$ cat src/rtl/axi_ic_pkg.sv
// Shared interconnect definitions: packet-lock state, datapath mode codes and a
// modulo-increment helper used by the round-robin pointer logic.
package axi_ic_pkg;

  typedef enum logic [0:0] {
    IDLE   = 1'b0,
    LOCKED = 1'b1
  } lock_state_e;

  // Register-slice modes, kept in step with axi_skidbuffer
  localparam logic [1:0] MODE_BYPASS = 2'd0;
  localparam logic [1:0] MODE_FWD    = 2'd1;
  localparam logic [1:0] MODE_BWD    = 2'd2;
  localparam logic [1:0] MODE_FULL   = 2'd3;

  function automatic int unsigned wrap_inc(input int unsigned g, input int unsigned n);
    if ((g + 32'd1) >= n) begin
      return 32'd0;
    end else begin
      return g + 32'd1;
    end
  endfunction

endpackage

$ cat src/rtl/axi_rr_pick.sv
// Rotating-priority picker: first asserted request at or above ptr, wrapping
// modulo NUM, returned both as a one-hot grant and as a binary index.
module axi_rr_pick
  import axi_ic_pkg::*;
#(
  parameter int NUM = 4,
  parameter int IW  = $clog2(NUM)
) (
  input  logic [NUM-1:0] valid,
  input  logic [IW-1:0]  ptr,
  output logic [NUM-1:0] grant,
  output logic [IW-1:0]  idx,
  output logic           any
);

  // Walk the channels starting at ptr; the first hit wins and masks the rest.
  always_comb begin
    int unsigned c;
    logic        hit;
    grant = '0;
    idx   = '0;
    any   = 1'b0;
    hit   = 1'b0;
    c     = 32'(ptr);
    for (int i = 0; i < NUM; i++) begin
      hit            = ~any & valid[IW'(c)];
      grant[IW'(c)]  = grant[IW'(c)] | hit;
      idx            = hit ? IW'(c) : idx;
      any            = any | hit;
      c              = wrap_inc(c, 32'(NUM));
    end
  end

endmodule

$ cat src/rtl/axi_rr_arbiter.sv
// Round-robin N:1 stream arbiter with a forward-registered output stage.
// Define AXI_ARB_LAST_EN to add the s_last port and whole-packet locking.
module axi_rr_arbiter
  import axi_ic_pkg::*;
#(
  parameter int NUM = 4,
  parameter int DW  = 8,
  parameter int IW  = $clog2(NUM)
) (
  input  logic              i_clk,
  input  logic              i_reset,
  input  logic [NUM*DW-1:0] s_data,
  input  logic [NUM-1:0]    s_valid,
  output logic [NUM-1:0]    s_ready,
`ifdef AXI_ARB_LAST_EN
  input  logic [NUM-1:0]    s_last,
`endif
  output logic [DW-1:0]     m_data,
  output logic              m_valid,
  input  logic              m_ready,
  output logic [IW-1:0]     m_id,
  output logic              m_last
);

  logic [NUM-1:0] req_s;
  logic [NUM-1:0] grant_s;
  logic [IW-1:0]  pick_idx_s;
  logic           any_s;
  logic           ld_s;
  logic           xfer_s;
  logic [DW-1:0]  sel_data_s;
  logic           sel_last_s;

  logic [IW-1:0]  ptr_q,     ptr_d;
  logic [DW-1:0]  m_data_q,  m_data_d;
  logic           m_valid_q, m_valid_d;
  logic [IW-1:0]  m_id_q,    m_id_d;
  logic           m_last_q,  m_last_d;

  axi_rr_pick #(
    .NUM (NUM),
    .IW  (IW)
  ) u_pick (
    .valid (req_s),
    .ptr   (ptr_q),
    .grant (grant_s),
    .idx   (pick_idx_s),
    .any   (any_s)
  );

  assign ld_s    = ~m_valid_q | m_ready;
  assign xfer_s  = any_s & ld_s & ~i_reset;
  assign s_ready = grant_s & {NUM{ld_s & ~i_reset}};

`ifdef AXI_ARB_LAST_EN
  lock_state_e    lock_q,  lock_d;
  logic [IW-1:0]  owner_q, owner_d;
  logic [NUM-1:0] owner_mask_s;

  assign owner_mask_s = {{(NUM-1){1'b0}}, 1'b1} << owner_q;

  // While a packet is open only its owner may compete.
  always_comb begin
    if (lock_q == LOCKED) begin
      req_s = s_valid & owner_mask_s;
    end else begin
      req_s = s_valid;
    end
  end

  // Granted-channel payload and end-of-packet flag (one-hot AND-OR mux).
  always_comb begin
    sel_data_s = '0;
    sel_last_s = 1'b0;
    for (int k = 0; k < NUM; k++) begin
      sel_data_s = sel_data_s | (s_data[k*DW +: DW] & {DW{grant_s[k]}});
      sel_last_s = sel_last_s | (s_last[k] & grant_s[k]);
    end
  end

  // Packet-lock next state: open on a non-final beat, close on the owner's final beat.
  always_comb begin
    lock_d  = lock_q;
    owner_d = owner_q;
    case (lock_q)
      IDLE: begin
        if (xfer_s && !sel_last_s) begin
          lock_d  = LOCKED;
          owner_d = pick_idx_s;
        end else begin
          lock_d  = IDLE;
        end
      end
      LOCKED: begin
        if (xfer_s && sel_last_s) begin
          lock_d = IDLE;
        end else begin
          lock_d = LOCKED;
        end
      end
      default: begin
        lock_d  = IDLE;
        owner_d = '0;
      end
    endcase
  end

  // Lock state register.
  always_ff @(posedge i_clk) begin
    if (i_reset) begin
      lock_q  <= IDLE;
      owner_q <= '0;
    end else begin
      lock_q  <= lock_d;
      owner_q <= owner_d;
    end
  end
`else
  assign req_s      = s_valid;
  assign sel_last_s = 1'b1;

  // Granted-channel payload (one-hot AND-OR mux).
  always_comb begin
    sel_data_s = '0;
    for (int k = 0; k < NUM; k++) begin
      sel_data_s = sel_data_s | (s_data[k*DW +: DW] & {DW{grant_s[k]}});
    end
  end
`endif

  // Pointer moves past the winner only when a packet (or single beat) completes.
  always_comb begin
    if (xfer_s && sel_last_s) begin
      ptr_d = IW'(wrap_inc(32'(pick_idx_s), 32'(NUM)));
    end else begin
      ptr_d = ptr_q;
    end
  end

  // Output stage next state: load on transfer, drain when empty-able, else hold.
  always_comb begin
    m_valid_d = m_valid_q;
    m_data_d  = m_data_q;
    m_id_d    = m_id_q;
    m_last_d  = m_last_q;
    if (ld_s) begin
      m_valid_d = xfer_s;
      if (xfer_s) begin
        m_data_d = sel_data_s;
        m_id_d   = pick_idx_s;
        m_last_d = sel_last_s;
      end else begin
        m_data_d = m_data_q;
      end
    end else begin
      m_valid_d = m_valid_q;
    end
  end

  // Output and pointer registers.
  always_ff @(posedge i_clk) begin
    if (i_reset) begin
      ptr_q     <= '0;
      m_valid_q <= 1'b0;
      m_data_q  <= '0;
      m_id_q    <= '0;
      m_last_q  <= 1'b0;
    end else begin
      ptr_q     <= ptr_d;
      m_valid_q <= m_valid_d;
      m_data_q  <= m_data_d;
      m_id_q    <= m_id_d;
      m_last_q  <= m_last_d;
    end
  end

  assign m_valid = m_valid_q;
  assign m_data  = m_data_q;
  assign m_id    = m_id_q;
  assign m_last  = m_last_q;

endmodule

$ cat config.mk
export PLATFORM = sky130hd
export DESIGN_NAME = axi_rr_arbiter
export DESIGN_NICKNAME = d
export VERILOG_FILES = /design/src/rtl/axi_ic_pkg.sv /design/src/rtl/axi_rr_pick.sv /design/src/rtl/axi_rr_arbiter.sv
export SDC_FILE = /design/constraint.sdc
export NUM_CORES = 1
export LEC_CHECK = 0
export BUFFER_PORTS_ARGS = -buffer_cell sky130_fd_sc_hd__buf_2
export CAP_MARGIN = 20
export CORE_UTILIZATION = 52
export DETAILED_ROUTE_END_ITERATION = 16
export PLACE_DENSITY = 0.84
export SLEW_MARGIN = 20
export SYNTH_ARGS = -nofsm -noshare
export SYNTH_HDL_FRONTEND = slang
export SYNTH_SLANG_ARGS = --single-unit
export TNS_END_PERCENT = 20
$ cat constraint.sdc
create_clock -name i_clk -period 8.4 [get_ports i_clk]
set_input_delay 1.26 -clock i_clk [delete_from_list [all_inputs] [get_ports i_clk]]
set_output_delay 1.26 -clock i_clk [all_outputs]
set_load 0.01 [all_outputs]
==> metrics.cfg, run 1 <==
[clock_network]
postCtsSetupRepairBufs = 0
cts_resized = 0
h-tree-depth = 1
clock_path_buffers = 2
clkTransAtPathRegs_ps = 80
cts_tree = yes
cts_sinks = 14
hold_buffers = 0
insertion_delay_ps = 280
cts_inserted_buffers = 3
ctsRootBufferMaster = clkbuf_4

[global_routing]
grt_max_degree = 24
grtUsageMet3_pct = 2.64
antenna_found_initial = 0
grt_use_met2_pct = 40.1
grt_remaining_overflow = 0
grt_pass1_wl_um = 6790
grt.total_usage_pct = 25.5
grt-busiest-layer = met2
grt_pass1_vias = 1516
met1_usage_pct = 35.2

[setup_path]
cp_max_fo = 19
path_cells = inv_1 -> ha_1 -> or4b_1 -> o211ai_2 -> o211ai_2 -> a32oi_2 -> a211oi_2 -> or3_1 -> nand3_1 -> and3_1 -> nor2b_1 -> buf_2
path_class = reg2out
start_kind = flop
r2r_slack_ps = 4350
arrival_ps = 4250
cp.required_ps = 7140
crit_top_cell = o211ai_2
r2r-start = ptr_q[0]
cp-end-kind = primary output
crit_path_max_incr_delay_ps = 720
slowest_stage = dfxtp_1
cp-startpoint = ptr_q[0]

[route]
dr.pass1.iters = 4
drc = 0
drtIter0Drc = 143
drtAntennaViolNets = 0
wl_per_cell_um = 14.8
num_vias = 1710
via_per_inst = 6.09
drt-total-wl_um = 4170

[pwr]
pwr_density_cell_nw_per_um2 = 402
cellLeakagePower_nw = 0.823
total_power_mw = 0.775
peakVddDrop_mv = 0.178

[final_layout]
drive_above_1_share_pct = 36.7
seq_area_um2 = 280
multi_input_area_um2 = 1260
diodes = 0
nNetsFinal = 287
final_cell_area_um2 = 1930
finalNonFillerCells = 281
most-common-layout-cells = 54 x buf_2, 14 x o21ai_0, 14 x dfxtp_1, 10 x a21oi_1, 10 x inv_1
fill_cells = 252
area_growth_pct = 16.8
final_common_cell = buf_2
fin_util_pct = 63.6

[timing]
fin_crit_ps = 5510
fin_ws_ps = 2890
hold_viol_final = 0
relSlewSlack_pct = 42.8
maxSlewViolCount = 0
fin_skew_ps = 7.58
rsz0062_at_grt = no
setup_tns_ps = 0
worst_slew_pin_slew_ps = 855
hold_slack_ps = 481
min_period_over_period_pct = 65.6
max_freq_ghz = 0.181
setup_violations = 0

[placed_design]
io_buffers = 54
place_hpwl_um = 3210
gp_congestion = 0.978
place_inst = 278
dp_slack_ps = 3060
place_area_um2 = 1900

[hold_path]
hp-start = m_data[5]
hp-class = reg2reg

[floorplanning]
die_width_um = 58.3
start_util_pct = 54.5
core_um2 = 3030
die_h_um = 58.3
row_count = 20
ioPinCount = 55
die-area_um2 = 3400

[logic_synthesis]
synth_cell_types = 56
synth_top_area_cell = dfxtp_1
ys_async_sr_fraction_pct = 0
synth_edf_count = 0
ys_ff_latch = 14
synthFlopType = dfxtp_1
synth-seq-area-share_pct = 17.0
netlist_top_cells_area = dfxtp_1 17%, ha_1 6.8%, a221oi_2 6.4%
yosysTopAreaCellShare_pct = 17.0
yosys_warnings = 0
syn_nets = 241
syn_area_per_cell_um2 = 8.54
synthCells = 193
syn_area_um2 = 1650

[outcome]
outcome = complete, no violations

[flow_run]
maxCapViolCount = 0

==> synthesized netlist by cell type, types with 2 or more instances <==
cell type  count
a21oi_1       10
a221oi_2       7
a22o_1         8
a31oi_1        2
and2_1         2
and3_1         2
buf_2          2
buf_6          2
clkbuf_1       8
dfxtp_1       14
ha_1           9
inv_1         10
mux2_2         3
mux2i_1        4
mux4_2         3
nand2_1        9
nand2b_1       7
nand3_1        4
nand3b_1       9
nor2_1         5
nor2b_1        7
o211ai_1       5
o211ai_2       2
o21ai_0       14
o21ai_1        8
o21ai_2        2
o22ai_1        3
or2_2          2
or3_1          3
==> kinds of logic after synthesis <==
family	Yosys count	share of synthesized area, %
adders and majority gates	9	6.83
muxes	10	8.57
buffers and inverters	23	6.53
and+or+nand+nor	58	20.9
DFF	14	17.0
AOI/OAI and AO/OA	79	40.1
==> layer usage <==
layer  wire (um)  share of wire, %  vias to the layer above
li1            -                 -                      838
met1        1850                44                      781
met2        1960                47                       78
met3         272               6.5                       13
met4          87               2.1                        0
met5           0                 0                        -
==> cell type report <==
class                   count  area share (%)
clock buffers               3            1.17
inverters                  10            1.95
repair buffers             54            14.0
well taps                  44            2.86
multi-input cells         156            65.5
flip-flops and latches     14            14.5
==> critical path, delay by kind of cell, from the launching register on <==
family                   cells  cell delay (ps)
AO/OA/AOI/OAI                4              810
flip-flops                   1              720
AND/OR/NAND/NOR              5             1610
adder cells (fa/ha/maj)      1              460
buffers and inverters        2              370
==> path summary, 6_finish.rpt <==
path | end | cells after the start
min reg2reg | m_data[5] | 2
max reg2reg | m_data[0] | 11
min | m_data[5] | 2
max | s_ready[3] | 12
==> sequential cells by signal, summed over array words and instances (netlist names) <==
| register | count |
|---|---|
| ptr_q | 2 |
| m_id | 2 |
| m_data | 8 |
| m_last | 1 |
| m_valid | 1 |
==> where the power goes <==
group	switching [mW]	internal, mW
clock network	0.0208	0.0167
logic	0.354	0.265
registers	0.0245	0.0934
total	0.400	0.375
Note: power is estimated with default switching activity, not from simulation.
==> inputs of run 2 (changes only) <==
Settings changed: ABC_AREA set to 1, CORE_UTILIZATION 52 to 45, PLACE_DENSITY 0.84 to 0.79.
Clock period 8.4 ns to 4.6 ns, I/O delays scaled along.
==> run 2 against run 1 <==
Net effect:
- combinational power grew 120%
- clock power grew 120%
- design area shrank 7.1%
- utilization shrank 5.5 points
- largest cell class unchanged
- global-route usage shrank 1.9 points
- wire length shrank 2.0%
==> metrics.cfg, run 2 <==
[floorplanning]
die_h_um = 59.4  ; +1.8%
die-area_um2 = 3520  ; +3.6%
die_width_um = 59.4  ; +1.8%
start_util_pct = 48.1  ; -6.4 points
row_count = 20  ; unchanged
core_um2 = 3080  ; +1.7%
ioPinCount = 55  ; unchanged

[placed_design]
place_hpwl_um = 3150  ; -1.9%
dp_slack_ps = 948  ; -2110 ps
io_buffers = 54  ; unchanged
gp_congestion = 0.932  ; -4.7%
place_inst = 334  ; +20%

[global_routing]
grt.total_usage_pct = 23.6  ; -1.9 points
antenna_found_initial = 0  ; unchanged
grt_pass1_wl_um = 6460  ; -4.9%
grt_pass1_vias = 1554  ; +2.5%
grt_remaining_overflow = 0  ; unchanged
grt_max_degree = 18  ; -25%

[logic_synthesis]
synthFlopType = dfxtp_1
synth_top_area_cell = nand3_1
synth_edf_count = 0  ; unchanged
synth-seq-area-share_pct = 18.9  ; +1.9 points
syn_area_per_cell_um2 = 6.17  ; -28%
syn_area_um2 = 1480  ; -10%
yosysTopAreaCellShare_pct = 21.6  ; +4.6 points
yosys_warnings = 0  ; unchanged
syn_nets = 288  ; +20%
ys_ff_latch = 14  ; unchanged
yosysMostFrequentCell = nand3_1
synth_cell_types = 22  ; -61%
synthTopCellsByCount = 64 x nand3_1, 48 x nand2_1, 27 x nor2_1
netlist_top_cells_area = nand3_1 22%, dfxtp_1 19%, nand2_1 12%
synthCells = 240  ; +24%
ys_async_sr_fraction_pct = 0  ; unchanged

[timing]
maxSlewViolCount = 0  ; unchanged
setup_violations = 0  ; unchanged
rsz0062_at_grt = no
fin_skew_ps = 0.824  ; -6.76 ps
worst_slew_pin_slew_ps = 723  ; -132 ps
max_freq_ghz = 0.250
min_period_over_period_pct = 87.0
fin_crit_ps = 4000
relSlewSlack_pct = 51.6  ; +8.8 points
fin_ws_ps = 600  ; -2290 ps
setup_tns_ps = 0  ; unchanged
hold_viol_final = 0  ; unchanged

[clock_network]
ctsRootBufferMaster = clkbuf_4
postCtsSetupRepairBufs = 0  ; unchanged
h-tree-depth = 1  ; unchanged
cts_resized = 0  ; unchanged
clock_path_buffers = 2  ; unchanged
cts_tree = yes
cts_sinks = 14  ; unchanged
insertion_delay_ps = 270  ; about the same
cts_inserted_buffers = 3  ; unchanged
clkTransAtPathRegs_ps = 80  ; about the same
hold_buffers = 0  ; unchanged

[route]
drtIter0Drc = 113  ; -21%
drc = 0  ; unchanged
wl_per_cell_um = 12.1  ; -19%
drt-total-wl_um = 4090  ; -2.0%
via_per_inst = 5.23  ; -14%
num_vias = 1767  ; +3.3%
drtAntennaViolNets = 0  ; unchanged
dr.pass1.iters = 5  ; +1

[setup_path]
path_class = reg2out
start_kind = flop
r2r-start = ptr_q[0]
cp-end-kind = primary output
arrival_ps = 3310  ; -940 ps
cp_max_fo = 11  ; -8
cp-startpoint = ptr_q[0]
cp.required_ps = 3910  ; -3230 ps

[final_layout]
final_common_cell = nand3_1
largest_reg_flops = 8  ; unchanged
finalNonFillerCells = 338  ; +20%
nNetsFinal = 343  ; +20%
drive_above_1_share_pct = 28.9  ; -7.8 points
fill_cells = 320  ; +27%
most-common-layout-cells = 64 x nand3_1, 54 x buf_2, 48 x nand2_1, 27 x nor2_1, 21 x inv_1
diodes = 0  ; unchanged
area_growth_pct = 21.0

[outcome]
outcome = complete, no violations

[pwr]
pwr_density_cell_nw_per_um2 = 944  ; +130%
total_power_mw = 1.69  ; +120%
cellLeakagePower_nw = 0.974  ; +18%
peakVddDrop_mv = 0.653  ; +270%

[hold_path]
hp-start = m_last
hp-class = reg2reg

[flow_run]
maxCapViolCount = 0  ; unchanged

-- run 2: layer usage --
| layer | share of wire (%) | track usage (%) |
|---|---|---|
| met5 | 0 | 0 |
| met4 | 0.76 | 8.50 |
| met3 | 5.3 | 2.40 |
| met2 | 48 | 37.4 |
| met1 | 46 | 32.9 |
-- run 2: through the flow --
stage,hold slack [ps],utilization [%],area (um2)
2_1_floorplan,474,-,1480
3_3_place_gp,432,57.0,1750
3_5_place_dp,436,57.0,1750
4_1_cts,453,58.2,1790
5_1_grt,472,58.2,1790
6_report,450,58.2,1790
-- run 2: worst paths after layout --
path	slack, ps	endpoint	cells after the start
max	600	s_ready[2]	20
max reg2reg	1340	m_data[2]	21
min reg2reg	450	m_last	2
min	450	m_last	2
-- run 2: cells by family (layout without fill, tap and decap cells) --
family                     count (synthesis)  after routing  synth area share, %
and+or+nand+nor                          161            161                 53.4
buffers and inverters                     30             84                 10.1
DFF                                       14             14                 18.9
AOI/OAI and AO/OA                         26             26                 9.89
adders and majority gates                  9              9                 7.61
-- run 2: cell type report --
cell class	instances	area, um2	share of cell area, %
multi-input cells	196	1050	58.6
flip-flops and latches	14	280	15.7
repair buffers	54	270	15.1
inverters	26	98.8	5.52
well taps	44	55.1	3.07
clock buffers	4	36.3	2.03
-- run 2: critical path, stage by stage (launching register included) --
cell	delay, ps
dfxtp_1	410
ha_1	260
nor2_1	560
nand2_1	150
nand3_1	140
nand2_2	70
nand2_2	80
nand2_2	50
clkinv_2	60
nand3_1	110
nand3_2	90
nand3_2	80
nand2_2	100
nand3_1	110
nand3_2	100
nand3_2	100
nand2_4	120
nand3_2	170
nand2_1	120
nor2_1	40
buf_2	130
-- run 2: where the power goes --
group          switching [mW]  internal (mW)
Clock                  0.0359         0.0480
Combinational           0.909          0.476
Sequential             0.0398          0.180
Total                   0.985          0.704
==> inputs of run 3 (changes only) <==
Settings changed: PLACE_DENSITY 0.79 to unset, PLACE_DENSITY_LB_ADDON set to 0.2.
==> run 3 against run 2 <==
Net effect:
- power decreased by 1.0%
- highest routed layer unchanged
- worst hold slack improved by 3.1 ps
- critical path type unchanged
- clock-buffer cell count unchanged
- clock power increased by 0.7%
- first-iteration DRC count increased by 12%
- flip-flop and latch count unchanged
- final cell count unchanged
- clock skew about the same
- die area unchanged
==> metrics.cfg, run 3 (synthesis gave the netlist of run 2 again) <==
[global_routing]
grt_remaining_overflow = 0  ; unchanged
grt_max_degree = 18  ; unchanged
antenna_found_initial = 0  ; unchanged
grt_pass1_vias = 1520  ; -2.2%
grt_pass1_wl_um = 6310  ; -2.2%
grt.total_usage_pct = 22.9  ; -0.71 points

[placed_design]
dp_slack_ps = 940  ; -8.20 ps
io_buffers = 54  ; unchanged
place_hpwl_um = 3050  ; -3.2%
place_inst = 334  ; unchanged
gp_congestion = 0.908  ; -2.6%
place_area_um2 = 1750  ; unchanged

[pwr]
p_int_mw = 0.703  ; -0.11%
peakVddDrop_mv = 0.611  ; -6.3%
seqPwrFrac_pct = 13.1  ; about the same
pwr_density_cell_nw_per_um2 = 934  ; -1.0%
switchingPower_mw = 0.969  ; -1.6%
cellLeakagePower_nw = 0.974  ; unchanged
switching_share_pct = 57.9  ; -0.38 points
total_power_mw = 1.67  ; -1.0%
power_frac_comb_pct = 81.8  ; -0.2 points
clkPwrFrac_pct = 5.1  ; about the same

[clock_network]
hold_buffers = 0  ; unchanged
cts_tree = yes
h-tree-depth = 1  ; unchanged
clkTransAtPathRegs_ps = 80  ; about the same
cts_resized = 0  ; unchanged
cts_inserted_buffers = 3  ; unchanged
cts_sinks = 14  ; unchanged
ctsRootBufferMaster = clkbuf_4
insertion_delay_ps = 270  ; about the same
clock_path_buffers = 2  ; unchanged
postCtsSetupRepairBufs = 0  ; unchanged

[floorplanning]
start_util_pct = 48.1  ; unchanged
ioPinCount = 55  ; unchanged
die-area_um2 = 3520  ; unchanged
die_width_um = 59.4  ; unchanged
row_count = 20  ; unchanged
core_um2 = 3080  ; unchanged
die_h_um = 59.4  ; unchanged

[final_layout]
diodes = 0  ; unchanged
final_common_cell = nand3_1
fin_util_pct = 58.2  ; unchanged
most-common-layout-cells = 64 x nand3_1, 54 x buf_2, 48 x nand2_1, 27 x nor2_1, 21 x inv_1
fill_cells = 332  ; +3.8%
final_cell_area_um2 = 1790  ; unchanged
area_growth_pct = 21.0  ; unchanged
largest_reg_flops = 8  ; unchanged
drive_above_1_share_pct = 28.9  ; unchanged
nNetsFinal = 343  ; unchanged
finalNonFillerCells = 338  ; unchanged

[timing]
hold_slack_ps = 453  ; +3.13 ps
max_freq_ghz = 0.250  ; -0.15%
worst_slew_pin_slew_ps = 733  ; +9.72 ps
setup_tns_ps = 0  ; unchanged
rsz0062_at_grt = no
min_period_over_period_pct = 87.1  ; +0.13 points
maxSlewViolCount = 0  ; unchanged
fin_skew_ps = 0.513  ; -0.311 ps
hold_viol_final = 0  ; unchanged
relSlewSlack_pct = 51.0  ; -0.65 points
fin_crit_ps = 4010  ; +5.97 ps
fin_ws_ps = 594  ; -5.97 ps
setup_violations = 0  ; unchanged

[setup_path]
cp_max_fo = 11  ; unchanged
cp.required_ps = 3910  ; about the same
r2r-start = ptr_q[0]
crit_path_max_incr_delay_ps = 560  ; about the same
arrival_ps = 3320  ; about the same
path_cells = ha_1 -> nor2_1 -> nand2_1 -> nand3_1 -> nand2_2 -> nand2_2 -> nand2_2 -> clkinv_2 -> nand3_1 -> nand3_2 -> nand3_2 -> nand2_2 -> nand3_1 -> nand3_1 -> nand3_2 -> nand2_4 -> nand3_2 -> nand2_1 -> nor2_1 -> buf_2
critical_path.top_delay_family = simple AND/OR/NAND/NOR gates
crit_buf_inv = 2  ; unchanged
cp-end-kind = primary output
cp-startpoint = ptr_q[0]
slowest_stage = nor2_1
start_kind = flop
path_class = reg2out

[route]
drc = 0  ; unchanged
via_per_inst = 5.08  ; -2.8%
num_vias = 1718  ; -2.8%
drtIter0Drc = 127  ; +12%
drt-total-wl_um = 3900  ; -4.5%
wl_per_cell_um = 11.5  ; -4.5%
drtAntennaViolNets = 0  ; unchanged
dr.pass1.iters = 5  ; unchanged

[hold_path]
hp-start = m_last
hp-class = reg2reg

[outcome]
outcome = complete, no violations

[flow_run]
maxCapViolCount = 0  ; unchanged

run 3: cell counts in the layout (fill, tap and decap cells not counted):
No cell type changed its count.
run 3: final timing paths:
kind                              endpoint  slack, ps  depth (start not counted)
worst max-delay path            s_ready[0]        590                         20
worst min-delay path                m_last        450                          2
worst max register to register   m_data[6]       1310                         21
worst min register to register      m_last        450                          2
run 3: per-layer routing:
metal / vias to the layer above / global-route usage, % / routed length [um]
met5: - / 0 / 0
met4: 0 / 6.80 / 12
met3: 2 / 1.97 / 244
met2: 69 / 35.2 / 1740
met1: 739 / 33.6 / 1900
li1: 908 / - / -
run 3: cell type report:
type	count	area (um2)	share of cell area, %
multi-input combinational	196	1050	58.6
sequential	14	280	15.7
tap	44	55.1	3.07
timing repair buffer	54	270	15.1
inverter	26	98.8	5.52
clock buffer	4	36.3	2.03
run 3: worst reg2reg max path, cell delays in order (launching register included):
cell and delay (ps):
dfxtp_1 410, ha_1 250, nor2_1 560, nand2_1 150
nand3_1 140, nand2_2 70, nand2_2 70, nand2_2 50
clkinv_2 60, nand3_1 110, nand3_2 90, nand3_2 70
nand2_2 100, nand3_1 100, nand3_1 120, nand3_2 110
nand2_4 110, nand3_2 180, nand3_1 120, nand3_1 120
nor2_1 130, nor2_1 50
run 3: power by group through the flow:
stage | sequential, mW | clock (mW) | combinational, mW
after floorplan | 0.241 | 0 | 1.06
after global placement | 0.220 | 0 | 1.35
after detailed placement | 0.222 | 0 | 1.35
after CTS | 0.219 | 0.0870 | 1.36
after global routing | 0.227 | 0.0952 | 1.55
final | 0.219 | 0.0846 | 1.37
